[config.mk]
export PLATFORM = sky130hd
export DESIGN_NAME = kugelblitz_capture_flat
export DESIGN_NICKNAME = d
export VERILOG_FILES = /design/src/rtl/kugelblitz_capture_if.sv /design/src/rtl/kugelblitz_capture.sv /design/src/flat_wrapper.sv
export SDC_FILE = /design/constraint.sdc
export NUM_CORES = 1
export LEC_CHECK = 0
export BUFFER_PORTS_ARGS = -buffer_cell sky130_fd_sc_hd__buf_2
export CAP_MARGIN = 20
export CORE_AREA = 2 2 284 286
export DETAILED_ROUTE_END_ITERATION = 7
export DIE_AREA = 0 0 286 288
export PLACE_DENSITY_LB_ADDON = 0.2
export SLEW_MARGIN = 20
export SYNTH_ARGS = -nofsm -noshare
export SYNTH_HDL_FRONTEND = slang
export SYNTH_SLANG_ARGS = --single-unit
[constraint.sdc]
create_clock -name clk -period 5.2 [get_ports clk]
set_input_delay 0.26 -clock clk [delete_from_list [all_inputs] [get_ports clk]]
set_output_delay 0.26 -clock clk [all_outputs]
set_load 0.02 [all_outputs]
[src/rtl/kugelblitz_capture_if.sv]
// Bundle of the monitored AXI-stream tap and the AXI-lite register port
// used by kugelblitz_capture; master is the bus owner, slave is the capture block.
interface kugelblitz_capture_if #(
  parameter int DATA_WIDTH      = 512,
  parameter int KEEP_WIDTH      = DATA_WIDTH / 8,
  parameter int AXIL_DATA_WIDTH = 32,
  parameter int AXIL_ADDR_WIDTH = 32,
  parameter int AXIL_STRB_WIDTH = AXIL_DATA_WIDTH / 8
);
  logic [DATA_WIDTH-1:0]      s_axis_tdata;
  logic [KEEP_WIDTH-1:0]      s_axis_tkeep;
  logic                       s_axis_tvalid;
  logic                       s_axis_tready;
  logic                       s_axis_tlast;

  logic [AXIL_ADDR_WIDTH-1:0] s_axil_awaddr;
  logic [2:0]                 s_axil_awprot;
  logic                       s_axil_awvalid;
  logic                       s_axil_awready;
  logic [AXIL_DATA_WIDTH-1:0] s_axil_wdata;
  logic [AXIL_STRB_WIDTH-1:0] s_axil_wstrb;
  logic                       s_axil_wvalid;
  logic                       s_axil_wready;
  logic [1:0]                 s_axil_bresp;
  logic                       s_axil_bvalid;
  logic                       s_axil_bready;
  logic [AXIL_ADDR_WIDTH-1:0] s_axil_araddr;
  logic [2:0]                 s_axil_arprot;
  logic                       s_axil_arvalid;
  logic                       s_axil_arready;
  logic [AXIL_DATA_WIDTH-1:0] s_axil_rdata;
  logic [1:0]                 s_axil_rresp;
  logic                       s_axil_rvalid;
  logic                       s_axil_rready;

  modport master (
    output s_axis_tdata, s_axis_tkeep, s_axis_tvalid, s_axis_tready, s_axis_tlast,
    output s_axil_awaddr, s_axil_awprot, s_axil_awvalid,
    output s_axil_wdata, s_axil_wstrb, s_axil_wvalid, s_axil_bready,
    output s_axil_araddr, s_axil_arprot, s_axil_arvalid, s_axil_rready,
    input  s_axil_awready, s_axil_wready, s_axil_bresp, s_axil_bvalid,
    input  s_axil_arready, s_axil_rdata, s_axil_rresp, s_axil_rvalid
  );

  modport slave (
    input  s_axis_tdata, s_axis_tkeep, s_axis_tvalid, s_axis_tready, s_axis_tlast,
    input  s_axil_awaddr, s_axil_awprot, s_axil_awvalid,
    input  s_axil_wdata, s_axil_wstrb, s_axil_wvalid, s_axil_bready,
    input  s_axil_araddr, s_axil_arprot, s_axil_arvalid, s_axil_rready,
    output s_axil_awready, s_axil_wready, s_axil_bresp, s_axil_bvalid,
    output s_axil_arready, s_axil_rdata, s_axil_rresp, s_axil_rvalid
  );
endinterface

[src/rtl/kugelblitz_capture.sv]
// Passive AXI-stream tap capturing a 4-byte window of one frame, exposed over AXI-lite.
// Optional frame counter at 0x10 is built when KUGELBLITZ_CAPTURE_FRAME_COUNT_EN is defined.
module kugelblitz_capture #(
  parameter int DATA_WIDTH      = 512,
  parameter int KEEP_WIDTH      = DATA_WIDTH / 8,
  parameter int AXIL_DATA_WIDTH = 32,
  parameter int AXIL_ADDR_WIDTH = 32,
  parameter int AXIL_STRB_WIDTH = AXIL_DATA_WIDTH / 8
) (
  input logic                  clk,
  input logic                  rst_n,
  kugelblitz_capture_if.slave  bus
);
  localparam logic [1:0] ST_IDLE     = 2'd0;
  localparam logic [1:0] ST_WAIT_SOF = 2'd1;
  localparam logic [1:0] ST_CAPTURE  = 2'd2;
  localparam logic [1:0] ST_DONE     = 2'd3;

  logic [DATA_WIDTH-1:0]      tdata;
  logic [KEEP_WIDTH-1:0]      tkeep;
  logic [AXIL_DATA_WIDTH-1:0] wdata;
  logic [AXIL_STRB_WIDTH-1:0] wstrb;
  logic [AXIL_DATA_WIDTH-1:0] rd_val;
  logic [AXIL_DATA_WIDTH-1:0] rdata;
  logic [AXIL_DATA_WIDTH-1:0] data;
  logic [AXIL_DATA_WIDTH-1:0] fc_val;
  logic [31:0]                cap;
  logic [31:0]                cap_nxt;
  logic [3:0]                 valid;
  logic [3:0]                 valid_nxt;
  logic [1:0]                 state;
  logic [1:0]                 state_nxt;
  logic [15:0]                offset;
  logic [9:0]                 beat_idx;
  logic [2:0]                 wr_sel;
  logic [2:0]                 rd_sel;
  logic sof, cont, done_flag, short_flag, armed;
  logic awready, wready, bvalid, arready, rvalid;
  logic beat_acc, eval_en, complete, short_end, fin;
  logic wr_hs, rd_hs, ctrl_wr, arm_wr, abort_wr, data_rd;
  logic unused_bits;

  function automatic logic [16:0] win_pos(input logic [15:0] off, input logic [1:0] idx);
    return {1'b0, off} + {15'b0, idx};
  endfunction

  assign tdata = bus.s_axis_tdata;
  assign tkeep = bus.s_axis_tkeep;
  assign wdata = bus.s_axil_wdata;
  assign wstrb = bus.s_axil_wstrb;

  assign bus.s_axil_awready = awready;
  assign bus.s_axil_wready  = wready;
  assign bus.s_axil_bvalid  = bvalid;
  assign bus.s_axil_bresp   = 2'b00;
  assign bus.s_axil_arready = arready;
  assign bus.s_axil_rvalid  = rvalid;
  assign bus.s_axil_rdata   = rdata;
  assign bus.s_axil_rresp   = 2'b00;

  assign unused_bits = ^{bus.s_axil_awaddr[AXIL_ADDR_WIDTH-1:5], bus.s_axil_awaddr[1:0],
                         bus.s_axil_araddr[AXIL_ADDR_WIDTH-1:5], bus.s_axil_araddr[1:0],
                         bus.s_axil_awprot, bus.s_axil_arprot, wstrb[3:2], wdata[31:16]};

  assign wr_sel   = bus.s_axil_awaddr[4:2];
  assign rd_sel   = bus.s_axil_araddr[4:2];
  assign wr_hs    = awready && bus.s_axil_awvalid && wready && bus.s_axil_wvalid;
  assign rd_hs    = arready && bus.s_axil_arvalid;
  assign ctrl_wr  = wr_hs && (wr_sel == 3'd0) && wstrb[0];
  assign arm_wr   = ctrl_wr && wdata[0];
  assign abort_wr = ctrl_wr && !wdata[0] && !wdata[1] && armed;
  assign data_rd  = rd_hs && (rd_sel == 3'd3);

  assign armed     = (state == ST_WAIT_SOF) || (state == ST_CAPTURE);
  assign beat_acc  = bus.s_axis_tvalid && bus.s_axis_tready;
  assign eval_en   = beat_acc && ((state == ST_CAPTURE) || ((state == ST_WAIT_SOF) && sof));
  assign complete  = eval_en && (valid_nxt == 4'hF);
  assign short_end = eval_en && !complete && bus.s_axis_tlast;
  // A register write on the same edge overrides the stream outcome.
  assign fin       = (complete || short_end) && !arm_wr && !abort_wr;

  // Merge window bytes present in the current beat into the capture register.
  always_comb begin
    logic [16:0] p;
    p         = 17'd0;
    cap_nxt   = cap;
    valid_nxt = valid;
    for (int i = 0; i < 4; i++) begin
      p = win_pos(offset, 2'(i));
      if ((p[16:6] == {1'b0, beat_idx}) && tkeep[p[5:0]]) begin
        cap_nxt[8*i +: 8] = tdata[{p[5:0], 3'b000} +: 8];
        valid_nxt[i]      = 1'b1;
      end else begin
        valid_nxt[i] = valid[i];
      end
    end
  end

  // Capture FSM next state.
  always_comb begin
    state_nxt = state;
    if (arm_wr) begin
      state_nxt = ST_WAIT_SOF;
    end else if (abort_wr) begin
      state_nxt = ST_IDLE;
    end else if (complete || short_end) begin
      state_nxt = cont ? ST_WAIT_SOF : ST_DONE;
    end else if (eval_en) begin
      state_nxt = ST_CAPTURE;
    end else if (state == ST_DONE) begin
      state_nxt = ST_IDLE;
    end else begin
      state_nxt = state;
    end
  end

  // Register read multiplexer.
  always_comb begin
    case (rd_sel)
      3'd0:    rd_val = {30'd0, cont, 1'b0};
      3'd1:    rd_val = {16'd0, offset};
      3'd2:    rd_val = {29'd0, short_flag, done_flag, armed};
      3'd3:    rd_val = data;
      3'd4:    rd_val = fc_val;
      default: rd_val = 32'd0;
    endcase
  end

  // Frame boundary tracking on accepted beats.
  always_ff @(posedge clk) begin
    if (!rst_n) begin
      sof      <= 1'b1;
      beat_idx <= 10'd0;
    end else if (beat_acc) begin
      sof      <= bus.s_axis_tlast;
      beat_idx <= bus.s_axis_tlast ? 10'd0 :
                  (beat_idx == 10'd1023) ? 10'd1023 : beat_idx + 10'd1;
    end else begin
      sof      <= sof;
      beat_idx <= beat_idx;
    end
  end

  // FSM state, capture working set, latched DATA and status flags.
  always_ff @(posedge clk) begin
    if (!rst_n) begin
      state      <= ST_IDLE;
      cap        <= 32'd0;
      valid      <= 4'd0;
      data       <= 32'd0;
      done_flag  <= 1'b0;
      short_flag <= 1'b0;
    end else begin
      state <= state_nxt;
      if (arm_wr || fin) begin
        cap   <= 32'd0;
        valid <= 4'd0;
      end else if (eval_en) begin
        cap   <= cap_nxt;
        valid <= valid_nxt;
      end
      if (fin) begin
        data       <= cap_nxt;
        done_flag  <= 1'b1;
        short_flag <= short_end;
      end else if (data_rd) begin
        done_flag  <= 1'b0;
        short_flag <= 1'b0;
      end
    end
  end

  // Host-writable configuration with per-byte strobes.
  always_ff @(posedge clk) begin
    if (!rst_n) begin
      cont   <= 1'b0;
      offset <= 16'd0;
    end else begin
      if (ctrl_wr) begin
        cont <= wdata[1];
      end
      if (wr_hs && (wr_sel == 3'd1)) begin
        if (wstrb[0]) offset[7:0]  <= wdata[7:0];
        if (wstrb[1]) offset[15:8] <= wdata[15:8];
      end
    end
  end

  // AXI-lite write and read channel handshakes.
  always_ff @(posedge clk) begin
    if (!rst_n) begin
      awready <= 1'b0;
      wready  <= 1'b0;
      bvalid  <= 1'b0;
      arready <= 1'b0;
      rvalid  <= 1'b0;
      rdata   <= 32'd0;
    end else begin
      awready <= bus.s_axil_awvalid && bus.s_axil_wvalid && !bvalid && !awready;
      wready  <= bus.s_axil_awvalid && bus.s_axil_wvalid && !bvalid && !awready;
      if (wr_hs) begin
        bvalid <= 1'b1;
      end else if (bvalid && bus.s_axil_bready) begin
        bvalid <= 1'b0;
      end
      arready <= bus.s_axil_arvalid && !rvalid && !arready;
      if (rd_hs) begin
        rvalid <= 1'b1;
        rdata  <= rd_val;
      end else if (rvalid && bus.s_axil_rready) begin
        rvalid <= 1'b0;
      end
    end
  end

`ifdef KUGELBLITZ_CAPTURE_FRAME_COUNT_EN
  logic [31:0] frame_count;

  // Count accepted end-of-frame beats, wrapping.
  always_ff @(posedge clk) begin
    if (!rst_n) begin
      frame_count <= 32'd0;
    end else if (beat_acc && bus.s_axis_tlast) begin
      frame_count <= frame_count + 32'd1;
    end else begin
      frame_count <= frame_count;
    end
  end

  assign fc_val = frame_count;
`else
  assign fc_val = 32'd0;
`endif
endmodule
[src/flat_wrapper.sv]
// flat-port wrapper written by rule: the top's interface ports become plain ports
module kugelblitz_capture_flat 
#(
  parameter int DATA_WIDTH      = 512,
  parameter int KEEP_WIDTH      = DATA_WIDTH / 8,
  parameter int AXIL_DATA_WIDTH = 32,
  parameter int AXIL_ADDR_WIDTH = 32,
  parameter int AXIL_STRB_WIDTH = AXIL_DATA_WIDTH / 8
)
  (clk, rst_n, bus_s_axis_tdata, bus_s_axis_tkeep, bus_s_axis_tvalid, bus_s_axis_tready, bus_s_axis_tlast, bus_s_axil_awaddr, bus_s_axil_awprot, bus_s_axil_awvalid, bus_s_axil_wdata, bus_s_axil_wstrb, bus_s_axil_wvalid, bus_s_axil_bready, bus_s_axil_araddr, bus_s_axil_arprot, bus_s_axil_arvalid, bus_s_axil_rready, bus_s_axil_awready, bus_s_axil_wready, bus_s_axil_bresp, bus_s_axil_bvalid, bus_s_axil_arready, bus_s_axil_rdata, bus_s_axil_rresp, bus_s_axil_rvalid);
  kugelblitz_capture_if #(.DATA_WIDTH(DATA_WIDTH), .KEEP_WIDTH(KEEP_WIDTH), .AXIL_DATA_WIDTH(AXIL_DATA_WIDTH), .AXIL_ADDR_WIDTH(AXIL_ADDR_WIDTH), .AXIL_STRB_WIDTH(AXIL_STRB_WIDTH)) bus_i ();
  input logic clk;
  input logic rst_n;
  input wire logic [$bits(bus_i.s_axis_tdata)-1:0] bus_s_axis_tdata;
  input wire logic [$bits(bus_i.s_axis_tkeep)-1:0] bus_s_axis_tkeep;
  input wire logic [$bits(bus_i.s_axis_tvalid)-1:0] bus_s_axis_tvalid;
  input wire logic [$bits(bus_i.s_axis_tready)-1:0] bus_s_axis_tready;
  input wire logic [$bits(bus_i.s_axis_tlast)-1:0] bus_s_axis_tlast;
  input wire logic [$bits(bus_i.s_axil_awaddr)-1:0] bus_s_axil_awaddr;
  input wire logic [$bits(bus_i.s_axil_awprot)-1:0] bus_s_axil_awprot;
  input wire logic [$bits(bus_i.s_axil_awvalid)-1:0] bus_s_axil_awvalid;
  input wire logic [$bits(bus_i.s_axil_wdata)-1:0] bus_s_axil_wdata;
  input wire logic [$bits(bus_i.s_axil_wstrb)-1:0] bus_s_axil_wstrb;
  input wire logic [$bits(bus_i.s_axil_wvalid)-1:0] bus_s_axil_wvalid;
  input wire logic [$bits(bus_i.s_axil_bready)-1:0] bus_s_axil_bready;
  input wire logic [$bits(bus_i.s_axil_araddr)-1:0] bus_s_axil_araddr;
  input wire logic [$bits(bus_i.s_axil_arprot)-1:0] bus_s_axil_arprot;
  input wire logic [$bits(bus_i.s_axil_arvalid)-1:0] bus_s_axil_arvalid;
  input wire logic [$bits(bus_i.s_axil_rready)-1:0] bus_s_axil_rready;
  output wire logic [$bits(bus_i.s_axil_awready)-1:0] bus_s_axil_awready;
  output wire logic [$bits(bus_i.s_axil_wready)-1:0] bus_s_axil_wready;
  output wire logic [$bits(bus_i.s_axil_bresp)-1:0] bus_s_axil_bresp;
  output wire logic [$bits(bus_i.s_axil_bvalid)-1:0] bus_s_axil_bvalid;
  output wire logic [$bits(bus_i.s_axil_arready)-1:0] bus_s_axil_arready;
  output wire logic [$bits(bus_i.s_axil_rdata)-1:0] bus_s_axil_rdata;
  output wire logic [$bits(bus_i.s_axil_rresp)-1:0] bus_s_axil_rresp;
  output wire logic [$bits(bus_i.s_axil_rvalid)-1:0] bus_s_axil_rvalid;
  assign bus_i.s_axis_tdata = bus_s_axis_tdata;
  assign bus_i.s_axis_tkeep = bus_s_axis_tkeep;
  assign bus_i.s_axis_tvalid = bus_s_axis_tvalid;
  assign bus_i.s_axis_tready = bus_s_axis_tready;
  assign bus_i.s_axis_tlast = bus_s_axis_tlast;
  assign bus_i.s_axil_awaddr = bus_s_axil_awaddr;
  assign bus_i.s_axil_awprot = bus_s_axil_awprot;
  assign bus_i.s_axil_awvalid = bus_s_axil_awvalid;
  assign bus_i.s_axil_wdata = bus_s_axil_wdata;
  assign bus_i.s_axil_wstrb = bus_s_axil_wstrb;
  assign bus_i.s_axil_wvalid = bus_s_axil_wvalid;
  assign bus_i.s_axil_bready = bus_s_axil_bready;
  assign bus_i.s_axil_araddr = bus_s_axil_araddr;
  assign bus_i.s_axil_arprot = bus_s_axil_arprot;
  assign bus_i.s_axil_arvalid = bus_s_axil_arvalid;
  assign bus_i.s_axil_rready = bus_s_axil_rready;
  assign bus_s_axil_awready = bus_i.s_axil_awready;
  assign bus_s_axil_wready = bus_i.s_axil_wready;
  assign bus_s_axil_bresp = bus_i.s_axil_bresp;
  assign bus_s_axil_bvalid = bus_i.s_axil_bvalid;
  assign bus_s_axil_arready = bus_i.s_axil_arready;
  assign bus_s_axil_rdata = bus_i.s_axil_rdata;
  assign bus_s_axil_rresp = bus_i.s_axil_rresp;
  assign bus_s_axil_rvalid = bus_i.s_axil_rvalid;
  kugelblitz_capture #(.DATA_WIDTH(DATA_WIDTH), .KEEP_WIDTH(KEEP_WIDTH), .AXIL_DATA_WIDTH(AXIL_DATA_WIDTH), .AXIL_ADDR_WIDTH(AXIL_ADDR_WIDTH), .AXIL_STRB_WIDTH(AXIL_STRB_WIDTH)) u_core (.clk(clk), .rst_n(rst_n), .bus(bus_i));
endmodule
# After elaboration in Yosys (flattened, before gate mapping)
# Index checks and enable logic that the tools add are counted.
# W data, S select, Z words.
# totals
register_bits	136
inputBits	692
out_inout_bits	41
word_cells	130
# op_classes
add_sub_neg	4
magnitude_cmp	4
n_eq_ne	13
shifts	4
n_mux	32
n_bitwise	1
reduce_logical	55
# ops
operator	n
$shiftx A512 B10 Y8	4
$pmux W32 S4	1
$add A16 B2 Y17 const B	2
$eq A11 B10 Y1	3
$mux W8	4
$logic_and A1 B1 Y1	31
$lt A6 B7 Y1 const B	4
$bmux W1 S6	4
$mux W10	2
$add A16 B1 Y17 const B	1
$mux W1	17
$add A10 B1 Y10 const B	1
$eq A10 B10 Y1	1
$eq A10 B10 Y1 const B	1
$logic_not A1 Y1	9
$mux W2	4
$eq A3 B1 Y1 const B	2
$eq A3 B2 Y1 const B	2
$logic_not A3 Y1	2
$reduce_bool A2 Y1	3
$reduce_bool A5 Y1	1
$eq A2 B2 Y1 const B	2
$eq A4 B4 Y1 const B	1
$logic_or A1 B1 Y1	4
6 further kinds	7

# Logic depth before layout (Yosys ltp)
# Gate-level depths: netlist (run 1).
# depth
word_depth	15
mapped_depth	17
depth_no_buf	11

# Worst setup path after synthesis (run 1)
# No wires, ideal clock.
# synth_path
kind	register -> register
start	register u_core.offset[1]
end	register u_core.data[10]
setup_time_ns	0.134
arrival_time_ns	4.243
required_ns	5.066
slack_ns	0.822
path_stages_with_launch	14
path_buffers	6
synth_period_minus_slack_ns	4.378
cell_sequence	dfxtp_1 -> buf_2 -> inv_1 -> buf_2 -> buf_1 -> ha_1 -> buf_4 -> clkbuf_1 -> clkbuf_1 -> mux4_2 -> mux4_2 -> mux4_2 -> mux2i_1 -> o31ai_1
# synth_via
elab_chain_len	13
word_cells_on_any_way	32
cone_classes	add/sub: 3; eq/ne: 4; shift: 1; mux: 13; reduce/logical: 11
# synth_rtl
element	line	rtl
from (decl)	kugelblitz_capture.sv:33	logic [15:0] offset;
from (signal assigned)	kugelblitz_capture.sv:183	if (wstrb[0]) offset[7:0] <= wdata[7:0];
$add A16 B1 Y17 or $add A16 B2 Y17 (tied branches)	kugelblitz_capture.sv:44	return {1'b0, off} + {15'b0, idx};
$bmux W1 S6	kugelblitz_capture.sv:90	if ((p[16:6] == {1'b0, beat_idx}) && tkeep[p[5:0]]) begin
$mux W1 (implied by the code)	kugelblitz_capture.sv:90	
$logic_and A1 B1 Y1	kugelblitz_capture.sv:90	
$mux W1	kugelblitz_capture.sv:90	
$eq A4 B4 Y1	kugelblitz_capture.sv:77	assign complete = eval_en && (valid_nxt == 4'hF);
$logic_and A1 B1 Y1	kugelblitz_capture.sv:77	
$logic_not A1 Y1	kugelblitz_capture.sv:78	assign short_end = eval_en && !complete && bus.s_axis_tlast;
$logic_and A1 B1 Y1 (2 in a row)	kugelblitz_capture.sv:78	
$logic_or A1 B1 Y1	kugelblitz_capture.sv:80	assign fin = (complete || short_end) && !arm_wr && !abort_wr;
$logic_and A1 B1 Y1 (2 in a row)	kugelblitz_capture.sv:80	
to (signal assigned)	kugelblitz_capture.sv:163	data <= cap_nxt;
to (decl)	kugelblitz_capture.sv:25	logic [AXIL_DATA_WIDTH-1:0] data;
# Parallel ways exist; a longest one is shown, timed or not. The select of a mux whose other input is x is not followed.
# A chain may end at the register's enable or synchronous reset.

# Final worst setup path (run 1)
# layout_path
start	register u_core.offset[0]
end	register u_core.data[29]
# Same word-level chain as after synthesis.

==> flow_summary.ini, run 1 <==
[clock_tree]
clockBufferDepth = 2
cts_tree = done
cts_hold_buf = 0
cts.clk_slew.worst_paths_ns = 0.07
numCtsBuffers = 17
ctsHtreeMaxLevel = 4
cts_setup_buffers = 0
cts.sinks = 136
clock_latency_ns = 0.43
cts_root_buf = clkbuf_16
ctsResizeCount = 0

[sta]
drv_slew = 0
setup_tns_ns = 0
period_minus_slack_ns = 4.45
finClkSkew_ns = 0.0161
timing.final.crit_share_pct = 85.6
max_freq_mhz = 225
setup_viol = 0
max-slew-margin-rel_pct = 25.7
grt_setup_unrepaired = no
hold_viol_final = 0
tightest_slew_ns = 1.11

[die]
start_util_pct = 32.0
pin_count = 733
num_rows = 104
die_area_mm2 = 0.0824
die_h_um = 288
die_w_um = 286
coreArea_mm2 = 0.0796

[global_route]
overflow = 0
grt_max_degree = 134
grt_antenna_before_repair = 73
grt_pass1_wl_um = 171000
grtUsageTotal_pct = 28.3
grt_pass1_vias = 23900

[synthesis]
ys.flop_type = dfxtp_1
synth_seq_cells = 136
synth_top_area_share_pct = 57.9
synthesis.area_mm2 = 0.0255
synth_area_leader_cell = mux4_2
syn_inst = 2030
syn_area_per_cell_um2 = 12.5
ys_seq_area_share_pct = 10.7
synth_cell_types = 84
yosysMostFrequentCell = mux4_2
yosys-top-cells-area = mux4_2 58%, dfxtp_1 11%, mux2i_1 6.3%
synth_edf_count = 0
yosys_warnings = 0
ys_async_sr_fraction_pct = 0
synth_commonest_cells = 654 x mux4_2, 170 x nand2_1, 160 x mux2i_1

[power_and_ir_drop]
p_leak_uw = 0.0105
vdd_drop_max_v = 0.000239
power_density_mw_per_mm2 = 111

[drt]
wl_um = 120000
routedWlPerCell_um = 33.1
first_iter_violations = 2592
vias_per_cell = 6.59
routed-via-count = 23900
drc = 0
drt_pass1_iterations = 5
drtAntennaViolNets = 0

[placed_design]
hpwl_um = 94400
placed_cell_area_mm2 = 0.0294
gp_congestion = 0.934
portBuffers = 646

[finish]
layout.nets = 3208
syn_to_final_growth_pct = 18.3
seq_area_mm2 = 0.00273
n_fill_cell = 7856
multi_input_area_mm2 = 0.0214
drive_above_1_share_pct = 57.6
stdcell_area_mm2 = 0.0301

[run_status]
status = finished clean

[critical_path]
worstSetupPathType = register to register
reg2reg_from = u_core.offset[0]
path_max_fanout = 67
startpoint_type = register
required_ns = 5.53
cp-startpoint = u_core.offset[0]
endpoint_kind = register
arrival_ns = 4.78
r2r_slack_ns = 0.75

[worst_hold_path]
hold_class = input pin to register
hp-start = bus_s_axil_wdata[12]

[run]
max-cap-violations = 0
[placed cells by master (no fill, tap or decap), types with 19 or more instances in the layout]
master,Yosys,layout
o311ai_0,19,19
mux2i_1,160,160
a31oi_1,31,31
nor2_1,131,130
a211oi_1,42,41
and2_1,22,22
nand2_1,170,169
mux4_2,654,654
diode_2,0,49
buf_4,39,48
nor3_1,23,23
nand3_1,36,36
buf_2,54,646
mux2_2,20,20
dfxtp_1,136,133
a21oi_1,47,47
a22oi_1,21,21
o31ai_1,25,25
[metrics by stage]
stage / hold slack (ns) / power [uW] / worst slack (ns) / util [%] / cells
after CTS: 0.0569 / 3330 / 0.716 / 37.6 / 3581
after global placement: 0.424 / 2140 / 0.860 / 36.9 / 3549
after detailed placement: 0.441 / 2180 / 0.749 / 36.9 / 3549
after global routing: 0.0616 / 3450 / 0.479 / 37.7 / 3612
after floorplan: 0.378 / 1620 / 0.822 / - / 2033
final: 0.0705 / 3340 / 0.747 / 37.8 / 3630
[registers in the layout, indices dropped and copies added, names as in the netlist]
name,count
u_core.bus.s_axil_rdata,32
u_core.cap,32
u_core.data,32
u_core.offset,16
u_core.beat_idx,10
u_core.valid,4
u_core.state,2
u_core.bus.s_axil_arready,1
u_core.bus.s_axil_awready,1
u_core.bus.s_axil_bvalid,1
u_core.bus.s_axil_rvalid,1
u_core.cont,1
u_core.done_flag,1
u_core.short_flag,1
u_core.sof,1
[worst max-delay path: stages (launching register included)]
cell,delay [ns]
dfxtp_4,0.42
buf_4,0.76
mux2_2,0.32
mux4_2,0.24
mux2i_1,0.07
mux2_2,0.31
a2111o_1,0.42
nor3_2,0.28
buf_4,0.28
or3_1,0.18
nand3_1,0.40
buf_12,0.34
o31ai_1,0.25
[cell type report]
type / count / area share (%)
Inverter: 15 / 0.195
Tap cell: 1060 / 4.41
Clock buffer: 18 / 1.43
Sequential cell: 136 / 9.08
Multi-Input combinational cell: 1631 / 71.3
Timing Repair Buffer: 707 / 12.8
Clock inverter: 14 / 0.412
Antenna cell: 49 / 0.407
[where the power goes]
group / switching (uW) / internal, uW
Sequential: 3.01 / 1040
Combinational: 541 / 588
Clock: 502 / 660
Total: 1050 / 2290
[cell families after synthesis]
family                     count (synthesis)  synth area share, %
other                                      1               0.0147
adders and majority gates                  8                0.393
DFF                                      136                 10.7
muxes                                    843                 65.5
xor gates and xnor gates                  37                 1.44
AOI/OAI and AO/OA                        278                 7.93
buffers and inverters                    266                 5.62
and+or+nand+nor                          461                 8.40
[per-layer routing]
metal  wire length, um  vias to the layer above  GRT usage (%)
met5               320                        -              0
met4              4690                       52           9.75
met3             11700                      273           6.18
met2             59300                     1573           47.9
met1             44100                    12200           35.9
li1                  -                     9773              -
[path summary, 6_finish.rpt]
kind	cells past startpoint	to
setup / recovery	12	u_core.data[29]
hold / removal	3	u_core.offset[12]
setup reg to reg	12	u_core.data[29]
hold reg to reg	1	u_core.bus.s_axil_awready
No activity file was read; power rests on OpenSTA's default activity.
==> inputs of run 2 (changes only) <==
Settings changed: ABC_AREA set to 1, CORE_AREA 2 2 284 286 to 2 2 287 289, DIE_AREA 0 0 286 288 to 0 0 289 291.
==> run 2 against run 1 <==
Compared with the run above:
- clock skew is essentially flat
- non-clock buffer count shrank 1
- utilization shrank 2.3 points
- critical path depth grew 4
- sequential power is essentially flat
- final area shrank 4.2%
- combinational power shrank 5%
- global-route usage grew 4.0 points
- critical endpoint is now u_core.valid[2]
- largest cell class unchanged
- largest power group unchanged
==> flow_summary.ini, run 2 <==
[sta]
hold_viol_final = 0
period_minus_slack_ns = 4.42
max_freq_mhz = 226
setup_viol = 0
setup_tns_ns = 0
finClkSkew_ns = 0.0158
tightest_slew_ns = 1.18
timing.final.crit_share_pct = 85.0
max-slew-margin-rel_pct = 21.2
timing.final.ws_setup_ns = 0.778
drv_slew = 0
grt_setup_unrepaired = no

[clock_tree]
numCtsBuffers = 17
ctsResizeCount = 0
cts_root_buf = clkbuf_16
clockBufferDepth = 2
cts.sinks = 136
clock_latency_ns = 0.44
cts_hold_buf = 0
cts_setup_buffers = 0
cts.clk_slew.worst_paths_ns = 0.07
cts_tree = done
ctsHtreeMaxLevel = 4

[global_route]
grtUsageTotal_pct = 32.4
gr-max-usage-layer = met2
grt_antenna_before_repair = 66
gr-usage-met1_pct = 42.9
met2_usage_pct = 49.3
overflow = 0
grt_pass1_vias = 30300
grt_pass1_wl_um = 203000
use_met3_pct = 8.09
grt_max_degree = 202

[drt]
first_iter_violations = 4346
wl_um = 143000
drc = 0
vias_per_cell = 5.57
routed-via-count = 34300
drtAntennaViolNets = 0
drt_pass1_iterations = 7
routedWlPerCell_um = 23.2

[synthesis]
ys_seq_area_share_pct = 11.1
synth_edf_count = 0
ys_async_sr_fraction_pct = 0
synth_cell_types = 48
synth_commonest_cells = 1,765 x nand2_1, 886 x nand3_1, 418 x o21ai_0
syn_area_per_cell_um2 = 5.22
ys.flop_type = dfxtp_1
yosys-top-cells-area = nand2_1 27%, nand3_1 18%, dfxtp_1 11%
yosysMostFrequentCell = nand2_1
synth_area_leader_cell = nand2_1
synth_seq_cells = 136
syn_inst = 4683
synthesis.area_mm2 = 0.0245
synth_top_area_share_pct = 27.1
yosys_warnings = 0

[critical_path]
required_ns = 5.50
startpoint_type = register
arrival_ns = 4.72
path_max_fanout = 56
endpoint_kind = register
worstSetupPathType = register to register

[power_and_ir_drop]
power.internal_uw = 2170
switchingPower_uw = 1220
p_leak_uw = 0.0128
clockPowerShare_pct = 37.4
power_density_mw_per_mm2 = 117
p_seq_share_pct = 30.9
vdd_drop_max_v = 0.000216
p_sw_share_pct = 36.0
comb_power_share_pct = 31.7

[finish]
layout.nets = 5730
syn_to_final_growth_pct = 17.9
drive_above_1_share_pct = 17.0
post-route-util_pct = 35.5
final_cell_mix = 1,765 x nand2_1, 886 x nand3_1, 646 x buf_2
n_fill_cell = 9266
multi_input_area_mm2 = 0.0193
seq_area_mm2 = 0.00274
final_common_cell = nand2_1

[die]
coreArea_mm2 = 0.0812
start_util_pct = 30.1
die_h_um = 291
num_rows = 105
die_area_mm2 = 0.0841
die_w_um = 289
pin_count = 733

[placed_design]
dp_slack_ns = 0.840
hpwl_um = 108000
gp_congestion = 0.960
portBuffers = 646

[run_status]
status = finished clean

[run]
max-cap-violations = 0

[worst_hold_path]
hold_class = input pin to register
run 2: cell count changes in the layout (fill, tap and decap cells not counted), sizes merged, moves of 73 or more:
cell | before | now
a21oi | 48 | 123
mux2i | 160 | 233
o211ai | 3 | 134
mux4 | 655 | 0
nand2 | 171 | 1769
o21ai | 16 | 425
nand3 | 36 | 891
inv | 18 | 251
run 2: worst max-delay path: stages (launching register included):
cell     delay [ns]
dfxtp_4        0.41
inv_6          0.30
buf_4          0.51
o21ai_4        0.18
inv_2          0.34
nand3_1        0.14
nand2_1        0.13
nand2_1        0.06
nand3_1        0.19
nand3_1        0.28
nand2_1        0.13
nand2_1        0.10
o21ai_4        0.49
nand3_4        0.35
nand3_2        0.14
buf_4          0.39
nor2_1         0.08
run 2: cells by family after synthesis:
group	after synthesis	share of synthesized area [%]
xor gates and xnor gates	28	1.20
buffers and inverters	630	10.5
muxes	233	9.54
adders and majority gates	8	0.409
DFF	136	11.1
AOI/OAI and AO/OA	705	16.1
and+or+nand+nor	2942	51.1
other	1	0.0153
run 2: worst paths after layout:
check | slack, ns | start | end | depth (start not counted)
hold / removal | 0.05 | bus_s_axil_awvalid | u_core.bus.s_axil_awready | 3
setup / recovery | 0.78 | u_core.offset[0] | u_core.valid[2] | 16
hold reg to reg | 0.44 | u_core.bus.s_axil_arready | u_core.bus.s_axil_arready | 1
setup reg to reg | 0.78 | u_core.offset[0] | u_core.valid[2] | 16
run 2: power groups by stage:
stage	clock network (uW)	registers [uW]	logic (uW)
6_report	1260	1050	1070
5_1_grt	1330	1050	1170
4_1_cts	1290	1050	1050
3_5_place_dp	0	1070	1050
3_3_place_gp	0	1070	1040
2_1_floorplan	0	1070	518
run 2: area by class of cell:
class	instances	area share (%)
multi-input combinational	3920	67.0
timing repair buffer	706	13.1
sequential	136	9.49
tap	1070	4.64
inverter	249	3.32
clock buffer	17	1.48
clock inverter	15	0.625
antenna	35	0.304
run 2: layer usage:
metal | routed length (um) | vias up
met3 | 15400 | 332
li1 | - | 16300
met1 | 58800 | 15600
met5 | 209 | -
met2 | 61600 | 1996
met4 | 6570 | 30
run 2: per-stage QoR:
step | instances | cell area [um^2] | hold WS, ns | total power, uW
5_1_grt | 6139 | 28800 | 0.0727 | 3550
3_3_place_gp | 6080 | 28100 | 0.428 | 2110
6_report | 6148 | 28800 | 0.0535 | 3380
2_1_floorplan | 4686 | 24500 | 0.378 | 1590
4_1_cts | 6112 | 28700 | 0.0367 | 3390
3_5_place_dp | 6080 | 28100 | 0.433 | 2120
